### src/rtl/lsu_ctrl_if.sv
// Data-memory side bus of the load/store controller.
// The master drives word address, write data, write strobe and byte enables;
// the slave (the 4 KB byte-enable memory) returns combinational read data.
interface lsu_ctrl_if #(
   parameter int AW = 10
) ();
   logic [AW-1:0] dm_addr;
   logic [31:0]   dm_din;
   logic          dm_we;
   logic [3:0]    dm_be;
   logic [31:0]   dm_dout;

   modport master (
      output dm_addr,
      output dm_din,
      output dm_we,
      output dm_be,
      input  dm_dout
   );

   modport slave (
      input  dm_addr,
      input  dm_din,
      input  dm_we,
      input  dm_be,
      output dm_dout
   );
endinterface

### src/rtl/lsu_ctrl.sv
// Multi-cycle load/store controller (IDLE -> ISSUE -> DONE).
// Latches one request, drives the byte-enable data memory for exactly one
// ISSUE cycle, extracts and sign/zero-extends load data and pulses done.
// Build option: define LSU_MISALIGN_EXC_EN to flag misaligned half/word
// accesses (no memory access, adel/ades raised with done). Without it the
// low address bits are ignored for alignment and every access proceeds.
module lsu_ctrl #(
   parameter int          AW        = 10,
   parameter logic [31:0] RST_RDATA = 32'h0000_0000
) (
   input  logic        clk,
   input  logic        rst_n,
   input  logic        req,
   input  logic        st,
   input  logic [2:0]  op,
   input  logic [31:0] addr,
   input  logic [31:0] wdata,
   output logic        busy,
   output logic        done,
   output logic [31:0] rdata,
   output logic        adel,
   output logic        ades,
   lsu_ctrl_if.master  dm
);

   typedef enum logic [1:0] {
      IDLE  = 2'b00,
      ISSUE = 2'b01,
      DONE  = 2'b10
   } state_t;

   state_t        state;
   state_t        state_next;
   logic [AW+1:0] addr_q;
   logic [31:0]   wdata_q;
   logic [2:0]    op_q;
   logic          st_q;
   logic          accept;
   logic          err;
   logic          unused_addr_bits;

   // Byte-enable pattern in the memory's encoding; half uses addr[1] only.
   function automatic logic [3:0] byte_en(input logic [1:0] size, input logic [1:0] lo);
      logic [3:0] be;
      case (size)
         2'b00: begin
            case (lo)
               2'b00:   be = 4'b0001;
               2'b01:   be = 4'b0010;
               2'b10:   be = 4'b0100;
               2'b11:   be = 4'b1000;
               default: be = 4'b0001;
            endcase
         end
         2'b01:   be = lo[1] ? 4'b1100 : 4'b0011;
         default: be = 4'b1111;
      endcase
      return be;
   endfunction

   // Lane selection plus sign (zext=0) or zero (zext=1) extension of load data.
   function automatic logic [31:0] load_ext(input logic [31:0] data, input logic [1:0] size,
                                            input logic [1:0] lo, input logic zext);
      logic [7:0]  b;
      logic [15:0] h;
      logic [31:0] r;
      case (lo)
         2'b00:   b = data[7:0];
         2'b01:   b = data[15:8];
         2'b10:   b = data[23:16];
         2'b11:   b = data[31:24];
         default: b = data[7:0];
      endcase
      h = lo[1] ? data[31:16] : data[15:0];
      case (size)
         2'b00:   r = zext ? {24'h00_0000, b} : {{24{b[7]}}, b};
         2'b01:   r = zext ? {16'h0000, h} : {{16{h[15]}}, h};
         default: r = data;
      endcase
      return r;
   endfunction

`ifdef LSU_MISALIGN_EXC_EN
   // Half must be 2-byte aligned, word (and reserved size) 4-byte aligned.
   function automatic logic misaligned(input logic [1:0] size, input logic [1:0] lo);
      logic m;
      case (size)
         2'b00:   m = 1'b0;
         2'b01:   m = lo[0];
         default: m = (lo != 2'b00);
      endcase
      return m;
   endfunction

   assign err = misaligned(op_q[1:0], addr_q[1:0]);
`else
   assign err = 1'b0;
`endif

   // Upper address bits are beyond the 4 KB memory and wrap.
   assign unused_addr_bits = ^addr[31:AW+2];

   assign accept = (state == IDLE) & req;

   // Memory bus is driven from latched fields; the strobe is a decode of registered state.
   assign dm.dm_addr = addr_q[AW+1:2];
   assign dm.dm_din  = wdata_q;
   assign dm.dm_we   = (state == ISSUE) & st_q & ~err;
   assign dm.dm_be   = byte_en(op_q[1:0], addr_q[1:0]);

   // Next-state logic for the three-phase access sequence.
   always_comb begin
      state_next = state;
      case (state)
         IDLE: begin
            if (req) begin
               state_next = ISSUE;
            end else begin
               state_next = IDLE;
            end
         end
         ISSUE:   state_next = DONE;
         DONE:    state_next = IDLE;
         default: state_next = IDLE;
      endcase
   end

   // State register with registered busy/done decodes of the next state.
   always_ff @(posedge clk or negedge rst_n) begin
      if (!rst_n) begin
         state <= IDLE;
         busy  <= 1'b0;
         done  <= 1'b0;
      end else begin
         state <= state_next;
         busy  <= (state_next != IDLE);
         done  <= (state_next == DONE);
      end
   end

   // Request capture; fields hold while the access is in flight.
   always_ff @(posedge clk or negedge rst_n) begin
      if (!rst_n) begin
         addr_q  <= '0;
         wdata_q <= 32'h0000_0000;
         op_q    <= 3'b000;
         st_q    <= 1'b0;
      end else if (accept) begin
         addr_q  <= addr[AW+1:0];
         wdata_q <= wdata;
         op_q    <= op;
         st_q    <= st;
      end
   end

   // Load result captured at the end of ISSUE; held across stores and errored loads.
   always_ff @(posedge clk or negedge rst_n) begin
      if (!rst_n) begin
         rdata <= RST_RDATA;
      end else if ((state == ISSUE) && !st_q && !err) begin
         rdata <= load_ext(dm.dm_dout, op_q[1:0], addr_q[1:0], op_q[2]);
      end
   end

`ifdef LSU_MISALIGN_EXC_EN
   // Address-error flags, raised for the DONE cycle only.
   always_ff @(posedge clk or negedge rst_n) begin
      if (!rst_n) begin
         adel <= 1'b0;
         ades <= 1'b0;
      end else begin
         adel <= (state == ISSUE) & err & ~st_q;
         ades <= (state == ISSUE) & err & st_q;
      end
   end
`else
   assign adel = 1'b0;
   assign ades = 1'b0;
`endif

endmodule

### src/flat_wrapper.sv
// flat-port wrapper written by rule: the top's interface ports become plain ports
module lsu_ctrl_flat 
#(
   parameter int          AW        = 10,
   parameter logic [31:0] RST_RDATA = 32'h0000_0000
)
  (clk, rst_n, req, st, op, addr, wdata, busy, done, rdata, adel, ades, dm_dm_addr, dm_dm_din, dm_dm_we, dm_dm_be, dm_dm_dout);
  lsu_ctrl_if #(.AW(AW)) dm_i ();
  input  logic clk;
  input  logic rst_n;
  input  logic req;
  input  logic st;
  input  logic [2:0] op;
  input  logic [31:0] addr;
  input  logic [31:0] wdata;
  output logic busy;
  output logic done;
  output logic [31:0] rdata;
  output logic adel;
  output logic ades;
  output wire logic [$bits(dm_i.dm_addr)-1:0] dm_dm_addr;
  output wire logic [$bits(dm_i.dm_din)-1:0] dm_dm_din;
  output wire logic [$bits(dm_i.dm_we)-1:0] dm_dm_we;
  output wire logic [$bits(dm_i.dm_be)-1:0] dm_dm_be;
  input wire logic [$bits(dm_i.dm_dout)-1:0] dm_dm_dout;
  assign dm_dm_addr = dm_i.dm_addr;
  assign dm_dm_din = dm_i.dm_din;
  assign dm_dm_we = dm_i.dm_we;
  assign dm_dm_be = dm_i.dm_be;
  assign dm_i.dm_dout = dm_dm_dout;
  lsu_ctrl #(.AW(AW), .RST_RDATA(RST_RDATA)) u_core (.clk(clk), .rst_n(rst_n), .req(req), .st(st), .op(op), .addr(addr), .wdata(wdata), .busy(busy), .done(done), .rdata(rdata), .adel(adel), .ades(ades), .dm(dm_i));
endmodule
### config.mk
export PLATFORM = sky130hd
export DESIGN_NAME = lsu_ctrl_flat
export DESIGN_NICKNAME = d
export VERILOG_FILES = /design/src/rtl/lsu_ctrl_if.sv /design/src/rtl/lsu_ctrl.sv /design/src/flat_wrapper.sv
export SDC_FILE = /design/constraint.sdc
export NUM_CORES = 1
export LEC_CHECK = 0
export BUFFER_PORTS_ARGS = -buffer_cell sky130_fd_sc_hd__buf_2
export CAP_MARGIN = 0
export CELL_PAD_IN_SITES_DETAIL_PLACEMENT = 0
export CELL_PAD_IN_SITES_GLOBAL_PLACEMENT = 2
export CORE_UTILIZATION = 29
export CTS_CLUSTER_SIZE = 20
export DETAILED_ROUTE_END_ITERATION = 16
export HOLD_SLACK_MARGIN = 0.05
export PLACE_DENSITY_LB_ADDON = 0.1
export SYNTH_ARGS = -nofsm -noshare
export SYNTH_HDL_FRONTEND = slang
export SYNTH_SLANG_ARGS = --single-unit
### constraint.sdc
create_clock -name clk -period 3.6 [get_ports clk]
set_input_delay 0.18 -clock clk [delete_from_list [all_inputs] [get_ports clk]]
set_output_delay 0.18 -clock clk [all_outputs]
set_load 0.02 [all_outputs]
==> flow_summary.yaml, run 1 <==
floorplanning:
  ios: 186
  die_height_um: 117
  start_util_pct: 29.9
  core_area_mm2: 0.0127
  die_w_um: 117
  dieArea_mm2: 0.0136
  fp-row-count: 41
timing:
  report.final.slew_viol_count: 0
  max_freq_mhz: 462
  slew_headroom_pct: 45.3
  clock_skew_ps: 6.43
  fin_ws_ps: 1440
  setup_viol: 0
  period_minus_slack_ps: 2160
  fin_tns_setup_ps: 0
  final_hold_viol_count: 0
  post-route-period-util_pct: 60.1
  grt_setup_unrepaired: "no"
  tightest_slew_ps: 821
clock_tree:
  ctsResizeCount: 0
  cts_sinks: 84
  htreeDepth: 3
  cts_tree: "built"
  cts_setup_buffers: 0
  clockBufferDepth: 2
  clk_pin_slew_ps: 60
  clk_latency_ps: 340
  ctsRootBufferMaster: "clkbuf_16"
  cts_hold_buf: 7
  cts_made_buffers: 9
drt:
  dr.pass1.iters: 4
  ant_nets: 0
  drtIter0Drc: 129
  drt-wirelength-per-cell_um: 15.7
  vias: 3038
  route.detailed.drc: 0
  routed_wl_um: 10400
  vias_per_cell: 4.59
worst_setup_path:
  required_ps: 3790
  worstSetupPathType: "register to register"
  arrival_ps: 2350
  path_max_fanout: 21
  startpoint: "u_core.addr_q[1]"
  end_kind: "register"
  r2r_start: "u_core.addr_q[1]"
  critPathLaunchType: "register"
synthesis:
  synthCells: 330
  syn_area_per_cell_um2: 11.5
  yosysSeqAreaShare_pct: 55.2
  ys_types: 41
  synth_top_area_share_pct: 55.2
  yosysWarnings: 0
  synth.area.top_cells: "dfrtp_1 55%, mux2_2 13%, nand2_1 4.3%"
  ys.flop_type: "dfrtp_1"
  yosysTopAreaCell: "dfrtp_1"
  synth_edf_count: 0
  synthArstFlopShare_pct: 100
  syn_area_mm2: 0.00381
  ys_ff_latch: 84
placed_design:
  numPortBuffers: 163
  pre_cts_slack_ps: 1450
  gp_congestion: 0.748
  place_inst: 639
  hpwlAfterDp_um: 7480
finish:
  layout_commonest_cell: "buf_2"
  drive_gt1_share_pct: 48.4
  diodes: 0
  syn2layout_area_growth_pct: 32.9
  layout_common_cells: "162 x buf_2, 84 x dfrtp_1, 44 x mux2_2, 44 x nand2_1, 27 x a21oi_1"
  nets: 588
  instances_no_fill: 662
global_routing:
  gr-total-overflow: 0
  busiest_layer: "met2"
  track_usage_pct: 16.0
  grt_pass1_wl_um: 16000
  grt_start_max_net_pins: 61
  use_met3_pct: 5.09
  grtUsageMet1_pct: 20.4
  met2_usage_pct: 24.7
  antenna_found_initial: 0
  first_global_vias: 2960
pwr:
  comb_power_share_pct: 37.7
  power_density_mw_per_mm2: 771
  clkPwrFrac_pct: 24.5
  ir_worst_vdd_uv: 272
  internal_power_uw: 2430
  swShare_pct: 37.8
  power_switching_uw: 1470
  power.leakage_uw: 0.00236
  pwr-share-seq_pct: 37.8
job:
  maxCapViolations: 0
hold_path:
  holdCritStartpoint: "wdata[10]"
  hp-class: "primary input to register"
status:
  status: "completed"
## stage by stage
step                hold WS, ps  power (uW)  instance area, um^2  utilization (%)
floorplan                  -116        2480                 3810                -
global placement            321        2960                 4680             36.8
detailed placement          322        2980                 4680             36.8
CTS                        50.7        3970                 5060             39.8
global route               51.4        4170                 5060             39.8
finish                     64.9        3900                 5060             39.8
## logic make-up after synthesis
| family | after synthesis | synth area share (%) |
|---|---|---|
| flip-flops | 84 | 55.2 |
| AND/OR/NAND/NOR | 92 | 12.2 |
| buffers and inverters | 35 | 5.82 |
| AO/OA/AOI/OAI | 68 | 11.9 |
| other | 1 | 0.0985 |
| multiplexers | 50 | 14.7 |
## final timing paths
path	end	slack [ps]	cells after the start
worst max-delay path	u_core.rdata[22]	1440	4
worst min-delay path	u_core.dm.dm_din[10]	60	2
worst max register to register	u_core.rdata[22]	1440	4
worst min register to register	u_core.rdata[1]	480	2
max in group asynchronous	u_core.dm.dm_din[0]	2270	3
min in group asynchronous	u_core.addr_q[8]	450	2
## state kept, by name, summed over array words and instances, names as in the netlist
signal / flops
u_core.addr_q: 12
u_core.busy: 1
u_core.dm.dm_din: 32
u_core.done: 1
u_core.op_q: 3
u_core.rdata: 32
u_core.st_q: 1
u_core.state: 2
## worst max-delay path, stage by stage, from the launching register on
cell	delay, ps
dfrtp_1	870
mux2i_1	410
nand2b_4	90
a31oi_4	480
a21oi_1	140
## per-layer routing
layer	up-vias	wire, um
met5	-	0
met4	0	189
met3	14	825
met2	115	4750
met1	1459	4650
li1	1450	-
## layout make-up
class | count | area (um^2)
fill | 1325 | 7660
sequential | 84 | 2100
multi-input combinational | 212 | 1490
timing repair buffer | 175 | 926
clock buffer | 11 | 253
tap | 172 | 215
clock inverter | 5 | 60.1
inverter | 3 | 11.3
## power by group through the flow
stage	clock, uW	sequential, uW	combinational, uW
detailed placement	0	1490	1490
global placement	0	1480	1480
floorplan	0	1790	684
CTS	995	1480	1500
global route	1030	1520	1620
finish	957	1470	1470
## cells in the mapped netlist (3+ instances only)
cell type and n:
a21o_1 5, a21oi_1 27, a22o_1 6, buf_2 9, buf_4 17, clkbuf_1 3
dfrtp_1 84, mux2_1 4, mux2_2 44, nand2_1 44, nand2b_1 3, nand3_1 5
nand3b_1 7, nor2_1 19, o21ai_0 11, o22a_1 6, o32a_1 5
Power figures use the tool's default switching activity.
==> run 2, diff against run 1 <==
--- a/config.mk
+++ b/config.mk
@@ -9,7 +9,7 @@
 export CAP_MARGIN = 0
 export CELL_PAD_IN_SITES_DETAIL_PLACEMENT = 0
 export CELL_PAD_IN_SITES_GLOBAL_PLACEMENT = 2
-export CORE_UTILIZATION = 29
+export CORE_UTILIZATION = 27
 export CTS_CLUSTER_SIZE = 20
 export DETAILED_ROUTE_END_ITERATION = 16
 export HOLD_SLACK_MARGIN = 0.05
==> constraint.sdc (replaced) <==
create_clock -name clk -period 2.25 [get_ports clk]
set_input_delay 0.1125 -clock clk [delete_from_list [all_inputs] [get_ports clk]]
set_output_delay 0.1125 -clock clk [all_outputs]
set_load 0.02 [all_outputs]
==> run 2 against run 1 <==
Design area is 10% higher; setup slack got worse by 1000 ps; sequential power up 59%; critical path type is now register to output port; critical endpoint is now dm_dm_be[2].
==> flow_summary.yaml, run 2 (synthesis gave the netlist of run 1 again) <==
status:
  status: "completed"
timing:
  grt_setup_unrepaired: "no"
  tightest_slew_ps: 562
  setup_viol: 0
  fin_tns_setup_ps: 0
  report.final.slew_viol_count: 0
  period_minus_slack_ps: 1830
  clock_skew_ps: 4.37
  max_freq_mhz: 548
  final_hold_viol_count: 0
  post-route-period-util_pct: 81.1
  slew_headroom_pct: 62.5
worst_setup_path:
  cp_slowest_stage_delay_ps: 490
  critPathLaunchType: "register"
  worstSetupPathType: "register to output port"
  required_ps: 2140
  end_kind: "output port"
  crit_chain: "nand2b_1 > buf_4 > a21o_1 > buf_2"
  crit_path_top_delay_cell: "dfrtp_1"
  rrSetupSlack_ps: 510
  arrival_ps: 1710
  path_max_fanout: 11
drt:
  vias_per_cell: 4.43
  ant_nets: 0
  drtIter0Drc: 171
  routed_wl_um: 11300
  dr.pass1.iters: 4
  vias: 3206
  route.detailed.drc: 0
  drt-wirelength-per-cell_um: 15.6
clock_tree:
  clockBufferDepth: 2
  clk_latency_ps: 340
  cts_tree: "built"
  cts_made_buffers: 9
  ctsRootBufferMaster: "clkbuf_16"
  htreeDepth: 3
  cts_sinks: 84
  clk_pin_slew_ps: 60
global_routing:
  track_usage_pct: 16.2
  first_global_vias: 3283
  grt_pass1_wl_um: 17900
  antenna_found_initial: 0
  grt_start_max_net_pins: 46
  gr-total-overflow: 0
pwr:
  power.leakage_uw: 0.00259
  power_density_mw_per_mm2: 1110
  ir_worst_vdd_uv: 527
finish:
  syn2layout_area_growth_pct: 46.8
  fin_area_mm2: 0.00559
  nets: 644
  layout_commonest_cell: "buf_2"
  fill_cells: 1356
  drive_gt1_share_pct: 43.8
  layout_common_cells: "162 x buf_2, 84 x dfrtp_1, 58 x dlygate4sd3_1"
  diodes: 0
job:
  maxCapViolations: 0
floorplanning:
  ios: 186
  die_w_um: 121
  dieArea_mm2: 0.0146
  die_height_um: 121
  core_area_mm2: 0.0138
  fp-row-count: 43
  start_util_pct: 27.5
placed_design:
  dpl_cell_area_mm2: 0.00475
  gp_congestion: 0.798
  numPortBuffers: 163
  hpwlAfterDp_um: 7830
hold_path:
  hp-class: "primary input to register"
## run 2: cell types whose count changed in the layout (fill, tap and decap cells not counted)
cell,before,now
buf_4,6,9
clkinvlp_4,1,0
buf_12,0,2
dlygate4sd3_1,7,58
bufinv_16,1,0
clkbuf_1,0,1
clkinv_4,2,1
clkbuf_8,2,1
## run 2: path summary, 6_finish.rpt
| check | startpoint | endpoint | depth (start not counted) |
|---|---|---|---|
| min in group asynchronous | rst_n | u_core.rdata[14] | 2 |
| max in group asynchronous | rst_n | u_core.dm.dm_din[8] | 3 |
| min | dm_dm_dout[17] | u_core.rdata[17] | 3 |
| min reg2reg | u_core.rdata[1] | u_core.rdata[1] | 2 |
| max | u_core.op_q[0] | dm_dm_be[2] | 4 |
| max reg2reg | u_core.addr_q[1] | u_core.rdata[14] | 5 |
## run 2: routing by layer
layer  GRT usage, %  vias up  part of all wire, %
met2           25.3       90                   47
li1               -     1559                    -
met1           21.4     1551                   46
met3           5.80        6                  6.3
met4           3.94        0                 0.81
met5              0        -                    0
## run 2: what timing repair did
action | in CTS | in global routing
endpoints found under the hold margin | 98 | 0
setup buffers | 0 | 0
hold buffers | 58 | 0
resized for setup | 0 | 0
## run 2: worst max-delay path: cells and delay by family (launching register included)
kind | cells | cell delay, ps
DFF | 1 | 490
buffers and inverters | 2 | 390
and+or+nand+nor | 1 | 300
AOI/OAI and AO/OA | 1 | 180
## run 2: layout make-up
type	count	area, um^2	area share, %
clock buffer	11	243	4.34
timing repair buffer	231	1500	26.8
inverter	3	11.3	0.202
multi-input combinational	212	1490	26.7
sequential	84	2100	37.6
tap	180	225	4.03
clock inverter	2	13.8	0.246
## run 2: through the flow
step / setup slack (ps) / hold slack (ps) / utilization, % / std cells / power [uW]
floorplan: 826 / -183 / - / 331 / 3960
global placement: 524 / 142 / 34.3 / 652 / 4790
detailed placement: 510 / 142 / 34.3 / 652 / 4820
CTS: 381 / 50.7 / 40.4 / 723 / 6290
global route: 326 / 53.5 / 40.4 / 723 / 6610
finish: 424 / 55.8 / 40.4 / 723 / 6180
## run 2: power breakdown
part	switching [uW]	total [uW]	leakage [uW]	internal (uW)
registers	298	2330	0.000972	2030
clock network	583	1340	0.000127	760
logic	1490	2510	0.00149	1020
total	2370	6180	0.00259	3810
==> run 3, diff against run 2 <==
--- a/config.mk
+++ b/config.mk
@@ -9,7 +9,7 @@
 export CAP_MARGIN = 0
 export CELL_PAD_IN_SITES_DETAIL_PLACEMENT = 0
 export CELL_PAD_IN_SITES_GLOBAL_PLACEMENT = 2
-export CORE_UTILIZATION = 27
+export CORE_UTILIZATION = 25
 export CTS_CLUSTER_SIZE = 20
 export DETAILED_ROUTE_END_ITERATION = 16
 export HOLD_SLACK_MARGIN = 0.05
==> constraint.sdc (replaced) <==
create_clock -name clk -period 1.6 [get_ports clk]
set_input_delay 0.08 -clock clk [delete_from_list [all_inputs] [get_ports clk]]
set_output_delay 0.08 -clock clk [all_outputs]
set_load 0.02 [all_outputs]
==> run 3 against run 2 <==
The run now ends with design-rule violations left; via count is 3.1% higher; worst hold slack better by 30 ps; routed wire length is 3.1% higher; register-to-register slack worse by 450 ps; sequential power grew 40%; setup slack got worse by 380 ps; highest routed layer unchanged; die area grew 7.9%; clock-buffer cell count rose by 2; design area grew 4.9%; critical path type unchanged; critical path depth is 1 higher; global-route usage fell by 0.98 points.
==> flow_summary.yaml, run 3 (synthesis gave the netlist of run 1 again) <==
timing:
  max_freq_mhz: 644
  period_minus_slack_ps: 1550
  report.final.slew_viol_count: 0
  clock_skew_ps: 4.96
  setup_viol: 0
  slew_headroom_pct: 63.1
  tightest_slew_ps: 552
  post-route-period-util_pct: 97.0
  final_hold_viol_count: 0
  grt_setup_unrepaired: "yes"
finish:
  layout_common_cells: "162 x buf_2, 84 x dfrtp_1, 67 x dlygate4sd3_1"
  syn2layout_area_growth_pct: 54.0
  nets: 668
  drive_gt1_share_pct: 45.5
  instances_no_fill: 753
  final_util_pct: 39.9
  diodes: 0
  layout_commonest_cell: "buf_2"
worst_setup_path:
  worstSetupPathType: "register to output port"
  critPathLaunchType: "register"
  worst-path-buf-inv: 3
  r2r-end: "u_core.rdata[28]"
  arrival_ps: 1470
  r2r_start: "u_core.addr_q[1]"
  required_ps: 1520
  cp_slowest_stage_delay_ps: 410
  path_max_fanout: 7
  crit_chain: "nand2b_4 > buf_4 > a21oi_4 > inv_1 > buf_2"
  r2r_cells: 6
  crit_family: "flip-flops"
  end_kind: "output port"
  rrSetupSlack_ps: 60
  crit_path_top_delay_cell: "dfrtp_1"
clock_tree:
  clockBufferDepth: 2
  htreeDepth: 3
  ctsRootBufferMaster: "clkbuf_16"
  clk_pin_slew_ps: 60
  cts_made_buffers: 9
  cts_tree: "built"
  cts_sinks: 84
  clk_latency_ps: 340
global_routing:
  first_global_vias: 3522
  track_usage_pct: 15.3
  gr-total-overflow: 0
  antenna_found_initial: 0
  grt_pass1_wl_um: 18400
  grt_start_max_net_pins: 46
drt:
  drtIter0Drc: 138
  routed_wl_um: 11600
  drt-wirelength-per-cell_um: 15.4
  dr.pass1.iters: 10
  route.detailed.drc: 6
  ant_nets: 0
  vias: 3306
  vias_per_cell: 4.39
pwr:
  power_density_mw_per_mm2: 1520
  ir_worst_vdd_uv: 651
  power.leakage_uw: 0.00271
  power_uw: 8900
floorplanning:
  core_area_mm2: 0.0147
  dieArea_mm2: 0.0157
  start_util_pct: 25.9
  die_w_um: 125
  fp-row-count: 44
  die_height_um: 125
  ios: 186
job:
  maxCapViolations: 0
hold_path:
  min_to: "u_core.rdata[3]"
  holdCritStartpoint: "dm_dm_dout[3]"
  hp-class: "primary input to register"
  hold_depth: 4
status:
  status: "finished, violations left"
  violations: "design-rule violations"
placed_design:
  hpwlAfterDp_um: 8100
  place_inst: 669
  gp_congestion: 0.733
  numPortBuffers: 163
## run 3: cell count changes in the layout (fill, tap and decap cells not counted), moves of 2 or more
cell	change
buf_4	+13
dlygate4sd3_1	+9
clkbuf_1	+3
buf_12	+2
nand2b_1	-2
## run 3: worst max-delay path by stage
| stage | end | from | slack (ps) | cells after the start |
|---|---|---|---|---|
| 2_1_floorplan | u_core.rdata[20] | u_core.op_q[0] | 180 | 6 |
| 3_3_place_gp | u_core.rdata[9] | u_core.addr_q[1] | 70 | 5 |
| 3_5_place_dp | u_core.dm.dm_din[13] | u_core.state[1] | 70 | 3 |
| 4_1_cts | dm_dm_be[0] | u_core.op_q[0] | 30 | 5 |
| 5_1_grt | dm_dm_be[0] | u_core.addr_q[1] | -50 | 6 |
| 6_report | dm_dm_be[0] | u_core.op_q[0] | 50 | 5 |
## run 3: area by class of cell
cell class,instances,area (um^2)
fillers,1465,8840
flip-flops and latches,84,2100
repair buffers,255,1730
multi-input cells,212,1540
clock buffers,13,240
well taps,184,230
clock inverters,2,12.5
inverters,3,11.3
## run 3: routing by layer
metal | part of all wire (%) | GRT usage (%) | vias up | wire, um
met3 | 6.8 | 4.66 | 14 | 794
met5 | 0 | 0 | - | 0
met2 | 46 | 24.3 | 105 | 5330
met4 | 1.8 | 6.60 | 0 | 214
li1 | - | - | 1606 | -
met1 | 45 | 19.1 | 1581 | 5290
## run 3: what timing repair did
| action | in CTS | in global routing |
|---|---|---|
| hold buffers | 67 | 0 |
| setup buffers | 2 | 0 |
| resized for setup | 3 | 6 |
| pin swaps | 0 | 1 |
| setup endpoints to repair | 1 | 25 |
| hold endpoints to repair | 127 | 0 |
## run 3: stage by stage
| step | hold slack, ps | worst slack, ps | area [um^2] | TNS [ps] |
|---|---|---|---|---|
| 2_1_floorplan | -216 | 176 | 3810 | 0 |
| 3_3_place_gp | 26.5 | 65.3 | 4880 | 0 |
| 3_5_place_dp | 26.8 | 69.3 | 4880 | 0 |
| 4_1_cts | 71.4 | 33.6 | 5830 | 0 |
| 5_1_grt | 106 | -46.5 | 5860 | -528 |
| 6_report | 85.5 | 48.1 | 5860 | 0 |
## run 3: where the power goes
| group | total (uW) | internal, uW | switching (uW) | leakage (uW) |
|---|---|---|---|---|
| logic | 3760 | 1590 | 2170 | 0.00161 |
| registers | 3260 | 2860 | 406 | 0.000972 |
| clock network | 1880 | 1040 | 834 | 0.000120 |
## run 3: worst min-delay path, cell delays in order
cell and delay [ps]:
buf_2 90, nand2_1 40, nand2_1 50, o32a_1 130
